--- src/rtl/background_color_fetch.sv ---
// Background colour fetch: per pixel tick, reads the 9-bit block colour through a req/grant port
// and presents it registered before the next tick; overlapping ticks abort the fetch and flag underrun.
module background_color_fetch #(
  parameter int         BLOCK_SHIFT    = 3,
  parameter int         BLOCKS_PER_ROW = 80,
  parameter int         H_ACTIVE       = 640,
  parameter int         V_ACTIVE       = 480,
  parameter int         ADDR_W         = 13,
  parameter int         MEM_LATENCY    = 1,
  parameter logic [8:0] TRANSPARENT    = 9'h1FF,
  parameter logic [8:0] DEFAULT_COLOR  = 9'h000
) (
  input  logic              clk,
  input  logic              reset,
  input  logic              pixel_tick,
  input  logic [9:0]        new_px,
  input  logic [9:0]        new_py,
  output logic              mem_req,
  output logic [ADDR_W-1:0] mem_addr,
  input  logic              mem_grant,
  input  logic [8:0]        mem_data,
  output logic [8:0]        color_out,
  output logic              color_valid,
  output logic              underrun,
  input  logic              clear_underrun
);

  typedef enum logic [1:0] {IDLE, REQ, WAIT} state_t;

  localparam logic [9:0] H_LIM    = 10'(H_ACTIVE);
  localparam logic [9:0] V_LIM    = 10'(V_ACTIVE);
  localparam logic [1:0] CNT_LOAD = 2'(MEM_LATENCY - 1);

  state_t            state_q;
  logic              pend_q;
  logic [9:0]        px_q, py_q;
  logic [1:0]        cnt_q;

  logic [9:0]        cur_px, cur_py;
  logic              cur_active;
  logic [ADDR_W-1:0] cur_addr;

  // A live tick takes its coordinates straight from the ports; a tick deferred by an overrun
  // replays the coordinates captured when it arrived.
  always_comb begin
    cur_px     = pixel_tick ? new_px : px_q;
    cur_py     = pixel_tick ? new_py : py_q;
    cur_active = (cur_px < H_LIM) && (cur_py < V_LIM);
    cur_addr   = ADDR_W'(cur_py >> BLOCK_SHIFT) * ADDR_W'(BLOCKS_PER_ROW)
               + ADDR_W'(cur_px >> BLOCK_SHIFT);
  end

  always_ff @(posedge clk) begin
    if (reset) begin
      state_q     <= IDLE;
      pend_q      <= 1'b0;
      px_q        <= '0;
      py_q        <= '0;
      cnt_q       <= '0;
      mem_req     <= 1'b0;
      mem_addr    <= '0;
      color_out   <= DEFAULT_COLOR;
      color_valid <= 1'b0;
      underrun    <= 1'b0;
    end else begin
      if (pixel_tick) begin
        px_q <= new_px;
        py_q <= new_py;
      end
      if (clear_underrun) underrun <= 1'b0;

      case (state_q)
        IDLE: begin
          if (pixel_tick || pend_q) begin
            pend_q <= 1'b0;
            if (cur_active) begin
              mem_addr    <= cur_addr;
              mem_req     <= 1'b1;
              color_valid <= 1'b0;
              state_q     <= REQ;
            end else begin
              color_out   <= DEFAULT_COLOR;
              color_valid <= 1'b1;
            end
          end
        end
        REQ, WAIT: begin
          if (pixel_tick) begin
            // Slot overrun: the missed pixel gets the default colour, new tick replays next cycle.
            underrun    <= 1'b1;
            mem_req     <= 1'b0;
            color_out   <= DEFAULT_COLOR;
            color_valid <= 1'b1;
            pend_q      <= 1'b1;
            state_q     <= IDLE;
          end else if (state_q == REQ) begin
            if (mem_grant) begin
              mem_req <= 1'b0;
              cnt_q   <= CNT_LOAD;
              state_q <= WAIT;
            end
          end else if (cnt_q == 2'd0) begin
            color_out   <= (mem_data == TRANSPARENT) ? DEFAULT_COLOR : mem_data;
            color_valid <= 1'b1;
            state_q     <= IDLE;
          end else begin
            cnt_q <= cnt_q - 2'd1;
          end
        end
        default: state_q <= IDLE;
      endcase
    end
  end

endmodule
--- config.mk ---
export PLATFORM = sky130hd
export DESIGN_NAME = background_color_fetch
export DESIGN_NICKNAME = d
export VERILOG_FILES = /design/src/rtl/background_color_fetch.sv
export SDC_FILE = /design/constraint.sdc
export NUM_CORES = 1
export LEC_CHECK = 0
export ABC_AREA = 1
export CORE_MARGIN = 3
export CORE_UTILIZATION = 54
export CTS_CLUSTER_SIZE = 16
export DETAILED_ROUTE_END_ITERATION = 12
export HOLD_SLACK_MARGIN = 0.06
export PLACE_DENSITY_LB_ADDON = 0.12
export SYNTH_ARGS = -nofsm -noshare
export SYNTH_HDL_FRONTEND = slang
export SYNTH_SLANG_ARGS = --single-unit
--- constraint.sdc ---
create_clock -name clk -period 7.99 [get_ports clk]
set_input_delay 0.799 -clock clk [delete_from_list [all_inputs] [get_ports clk]]
set_output_delay 0.799 -clock clk [all_outputs]
set_load 0.02 [all_outputs]
======== Word-level counts from Yosys, hierarchy flattened ========
Index checks and enable logic that the tools add are counted.
word-level totals
  output and inout port bits .............. 25
  logic and storage cells ................. 81
  input bits .............................. 34
  flip-flop bits (word level) ............. 50
operators by class
  multiply operators ...................... 1
  equal/unequal tests ..................... 15
  order comparisons ....................... 2
  reductions and logical operators ........ 13
  add/sub/neg operators ................... 2
  muxes and demuxes ....................... 37
  bitwise operators ....................... 1
operators by type and width
  operator              number
  $mux 9                6
  $mux 10               2
  $mux 2                9
  $pmux 9 s2            1
  $mux 1                15
  $add 13x7->13         1
  $ne 2x2->1 const B    6
  $ne 3x3->1 const B    4
  $reduce_and 4->1      3
  $lt 10x10->1 const B  1
  $lt 10x9->1 const B   1
  $reduce_and 5->1      2
  $eq 9x9->1 const B    1
  $mul 7x3->9 const B   1
  $ne 4x4->1 const B    2
  $pmux 1 s2            3
  $reduce_and 3->1      2
  $logic_not 2->1       2
  $pmux 2 s2            1
  $eq 2x1->1 const B    1
  $eq 2x2->1 const B    1
  $reduce_bool 2->1     1
  $reduce_or 2->1       1
  $sub 2x1->2 const B   1
  other kinds (3)       3

======== Longest topological paths before layout ========
  depth after elaboration ................. 6
  mapped depth ............................ 17
  depth with buffers taken out ............ 17

======== Worst setup path after synthesis ========
Ideal clock, no wire load.
  kind .................................... input-to-reg
  from .................................... in pixel_tick
  to ...................................... reg mem_addr[11]
  stages .................................. 16
  buffers on the path ..................... 2
  data required time ...................... 7.873 ns
  setup slack ............................. 4.909 ns
  data arrival time ....................... 2.964 ns
  setup time .............................. 0.117 ns
  path through ............................ buf_6 > buf_4 > nand2_1 > nand2_1 > ha_1 > ha_1 > inv_1 > fa_1 > nor2_1 > nand3_1 > inv_1 > nand2_1 > nor2_1 > nor2_1 > nor3_1 > nor2_1
between the ends
  longest elaborated chain between the ends .. 4
  elaborated cells on any way between the ends .. 9
  classes of those cells .................. add/sub: 1; mul: 1; order compare: 2; mux: 2; reduce/logical: 3
RTL lines
  what                                                   line  source
  from (decl)                                            15    input logic pixel_tick,
  $mux 10 (*)                                            --
  net cur_py[4]                                          39    logic [9:0] cur_px, cur_py;
  branches (longest 3 deep; another with $add 13x7->13)  --
  to (signal assigned)                                   77    mem_addr <= cur_addr;
  to (decl)                                              19    output logic [ADDR_W-1:0] mem_addr,
Mark *: on every way through the listed nets, which the timed path passes.
A chain may end at the register's enable or synchronous reset.

======== Worst setup path in the final report ========
  from .................................... in pixel_tick
  to ...................................... reg mem_addr[12]
Same word-level chain as after synthesis.

==> flow_summary.yaml <==
drt:
  route.detailed.drc: 0
  drt_wl_total_mm: 5.32
  avgViaCountPerCell: 5.01
  wire_per_inst_um: 11.7
  drtPass1Iterations: 5
  drtIter0Drc: 100
  ant_nets: 0
  vias: 2281
placement:
  io_buffers: 52
  placed_cell_area_um2: 3000
  place_congestion: 0.826
  dpl.hpwl_mm: 4.03
flow_run:
  max-cap-violations: 0
sta:
  hold_slack_ps: 465
  rsz0062_at_grt: "no"
  hold_viol: 0
  worst_slew_pin_slew_ps: 986
  finClkSkew_ps: 7.15
  tns_ps: 0
  max_freq_ghz: 0.241
  period_minus_slack_ps: 4150
  setup_violations: 0
  finalCritPeriodShare: 0.520
  timing.slew.headroom: 0.340
  maxSlewViolCount: 0
pwr:
  ir_drop_uv: 133
  powerDensity_nw_per_um2: 225
  total_leakage_power_nw: 1.52
global_route:
  overflow: 0
  grt_pass1_vias: 2236
  grt_use_met2: 0.380
  grt.met1_usage: 0.250
  grt_busiest_layer: "met2"
  grt_max_degree: 24
  grt_util_met3: 0.0506
  antenna_found_initial: 0
  grtUsageTotal: 0.213
  grt_pass1_wl_mm: 9.19
critical_path:
  r2r_setup_slack_ps: 5420
  reg2reg_from: "py_q[6]$_SDFF_PP0_"
  worst-r2r-cell-count: 16
  crit_path_max_fanout: 22
  startpoint_type: "input pin"
  path_class: "input pin to register"
  arrival_ps: 4340
  crit_required_ps: 8170
  r2r-end: "mem_addr[12]$_SDFFE_PP0P_"
  end_kind: "register"
cells_and_area:
  fin_area_um2: 3120
  num-fill-cells: 332
  area_delta_synth_final_pct: 26.1
  n_antenna_cell: 0
  layout-drive-gt1-share: 0.0568
  mostFrequentLayoutCell: "nand2_1"
  postLayoutCoreUtil: 0.743
  final_cell_mix: "nand2_1, nor2_1, clkdlybuf4s50_1, inv_1, dfxtp_1"
  final_nets: 459
clocking:
  max-clock-path-buffers: 2
  clock_latency_ps: 290
  clock-sinks: 44
  h-tree-depth: 2
  cts_root_buf: "clkbuf_8"
  clkTransAtPathRegs_ps: 90
  post-cts-setup-buffers: 0
  cts.repair.resized: 0
  cts_tree: "yes"
  numCtsBuffers: 5
  hold_buffers: 0
yosys:
  synth_flop_cell: "dfxtp_1"
  synth_nets: 408
  synth_seq_cells: 44
  syn_avg_cell_area_um2: 7.01
  ys.warnings.count: 0
  yosysSeqAreaShare: 0.356
  synth_cells: 353
  synthArstFlopShare: 0
  synth.distinct_cells: 33
  synth_edf_count: 0
  syn_area_um2: 2470
die:
  core_area_um2: 4200
  rows: 23
  num_io_pins: 59
  die_h_um: 73.7
  die_w_um: 73.7
  dieArea_um2: 5430
  initial_core_util: 0.589
hold_path:
  min_to: "underrun$_SDFF_PP0_"
  hold_class: "register to register"
  hold_depth: 2
  hold_start: "underrun$_SDFF_PP0_"
outcome:
  outcome: "complete, no violations"
-- flip-flops by register name, summed over array words and instances, names as in the netlist --
name and cells:
mem_addr 13, color_out 9, px_q 7, py_q 7, cnt_q 2, state_q 2, color_valid 1, mem_req 1
pend_q 1, underrun 1
-- cells in the mapped netlist, types with 2 or more instances --
master	number	share of area
inv_1	47	0.071
nand4_1	2	0.0051
nand2_2	8	0.020
a211oi_1	2	0.0061
ha_1	19	0.096
fa_1	2	0.016
o21ai_0	12	0.024
nor3_1	3	0.0061
mux2i_1	4	0.016
dfxtp_1	44	0.36
clkbuf_1	2	0.0030
nor2_1	70	0.11
xnor2_1	3	0.011
nand3_1	13	0.026
xor2_1	3	0.011
nand2_1	83	0.13
a21oi_1	18	0.036
buf_6	3	0.014
-- layer usage --
layer	routed length (um)	share of wire	up-vias
met5	0	0	-
met4	48	0.0090	0
met3	323	0.061	4
met2	2700	0.51	57
met1	2240	0.42	1023
li1	-	-	1197
-- through the flow --
| stage | total power, mW | cells | worst slack [ps] |
|---|---|---|---|
| 6_report | 0.703 | 455 | 3840 |
| 2_1_floorplan | 0.446 | 353 | 4910 |
| 3_3_place_gp | 0.522 | 447 | 3610 |
| 3_5_place_dp | 0.528 | 447 | 3580 |
| 4_1_cts | 0.710 | 455 | 3870 |
| 5_1_grt | 0.752 | 455 | 3490 |
-- cell families after synthesis --
logic type,Yosys count,synth area share
DFF,44,0.356
xor gates and xnor gates,6,0.0212
and+or+nand+nor,183,0.308
buffers and inverters,57,0.0986
adders and majority gates,21,0.112
muxes,4,0.0162
AOI/OAI and AO/OA,38,0.0875
-- worst max-delay path by stage --
stage                           from                   endpoint  slack (ps)  depth (start not counted)
after floorplan           pixel_tick  mem_addr[11]$_SDFFE_PP0P_        4910                         16
after global placement    pixel_tick  mem_addr[12]$_SDFFE_PP0P_        3610                         16
after detailed placement  pixel_tick  mem_addr[12]$_SDFFE_PP0P_        3580                         16
after CTS                 pixel_tick  mem_addr[12]$_SDFFE_PP0P_        3870                         16
after global routing      pixel_tick  mem_addr[11]$_SDFFE_PP0P_        3490                         16
final                     pixel_tick  mem_addr[12]$_SDFFE_PP0P_        3840                         16
-- final cells by class --
cell class	instances	area (um2)	area share
Clock inverter	2	38.8	0.0124
Inverter	49	186	0.0597
Clock buffer	6	82.6	0.0265
Tap cell	50	62.6	0.0200
Multi-Input combinational cell	252	1350	0.432
Sequential cell	44	881	0.282
Timing Repair Buffer	52	520	0.167
-- worst max-delay path: stages --
cell	delay, ps
clkdlybuf4s50_1	1120
inv_2	250
nand2_1	150
nand2_1	120
ha_1	310
ha_1	230
inv_1	80
fa_1	450
nor2_1	160
nand3_1	100
nor2_1	180
nand3_1	120
nand2_1	70
nand2_1	40
nor2_1	90
nor2_1	40
-- report_power, final --
group	internal [mW]	switching (mW)
Clock	0.102	0.0767
Sequential	0.249	0.0135
Combinational	0.110	0.152
Total	0.461	0.242
Power figures use the tool's default switching activity.
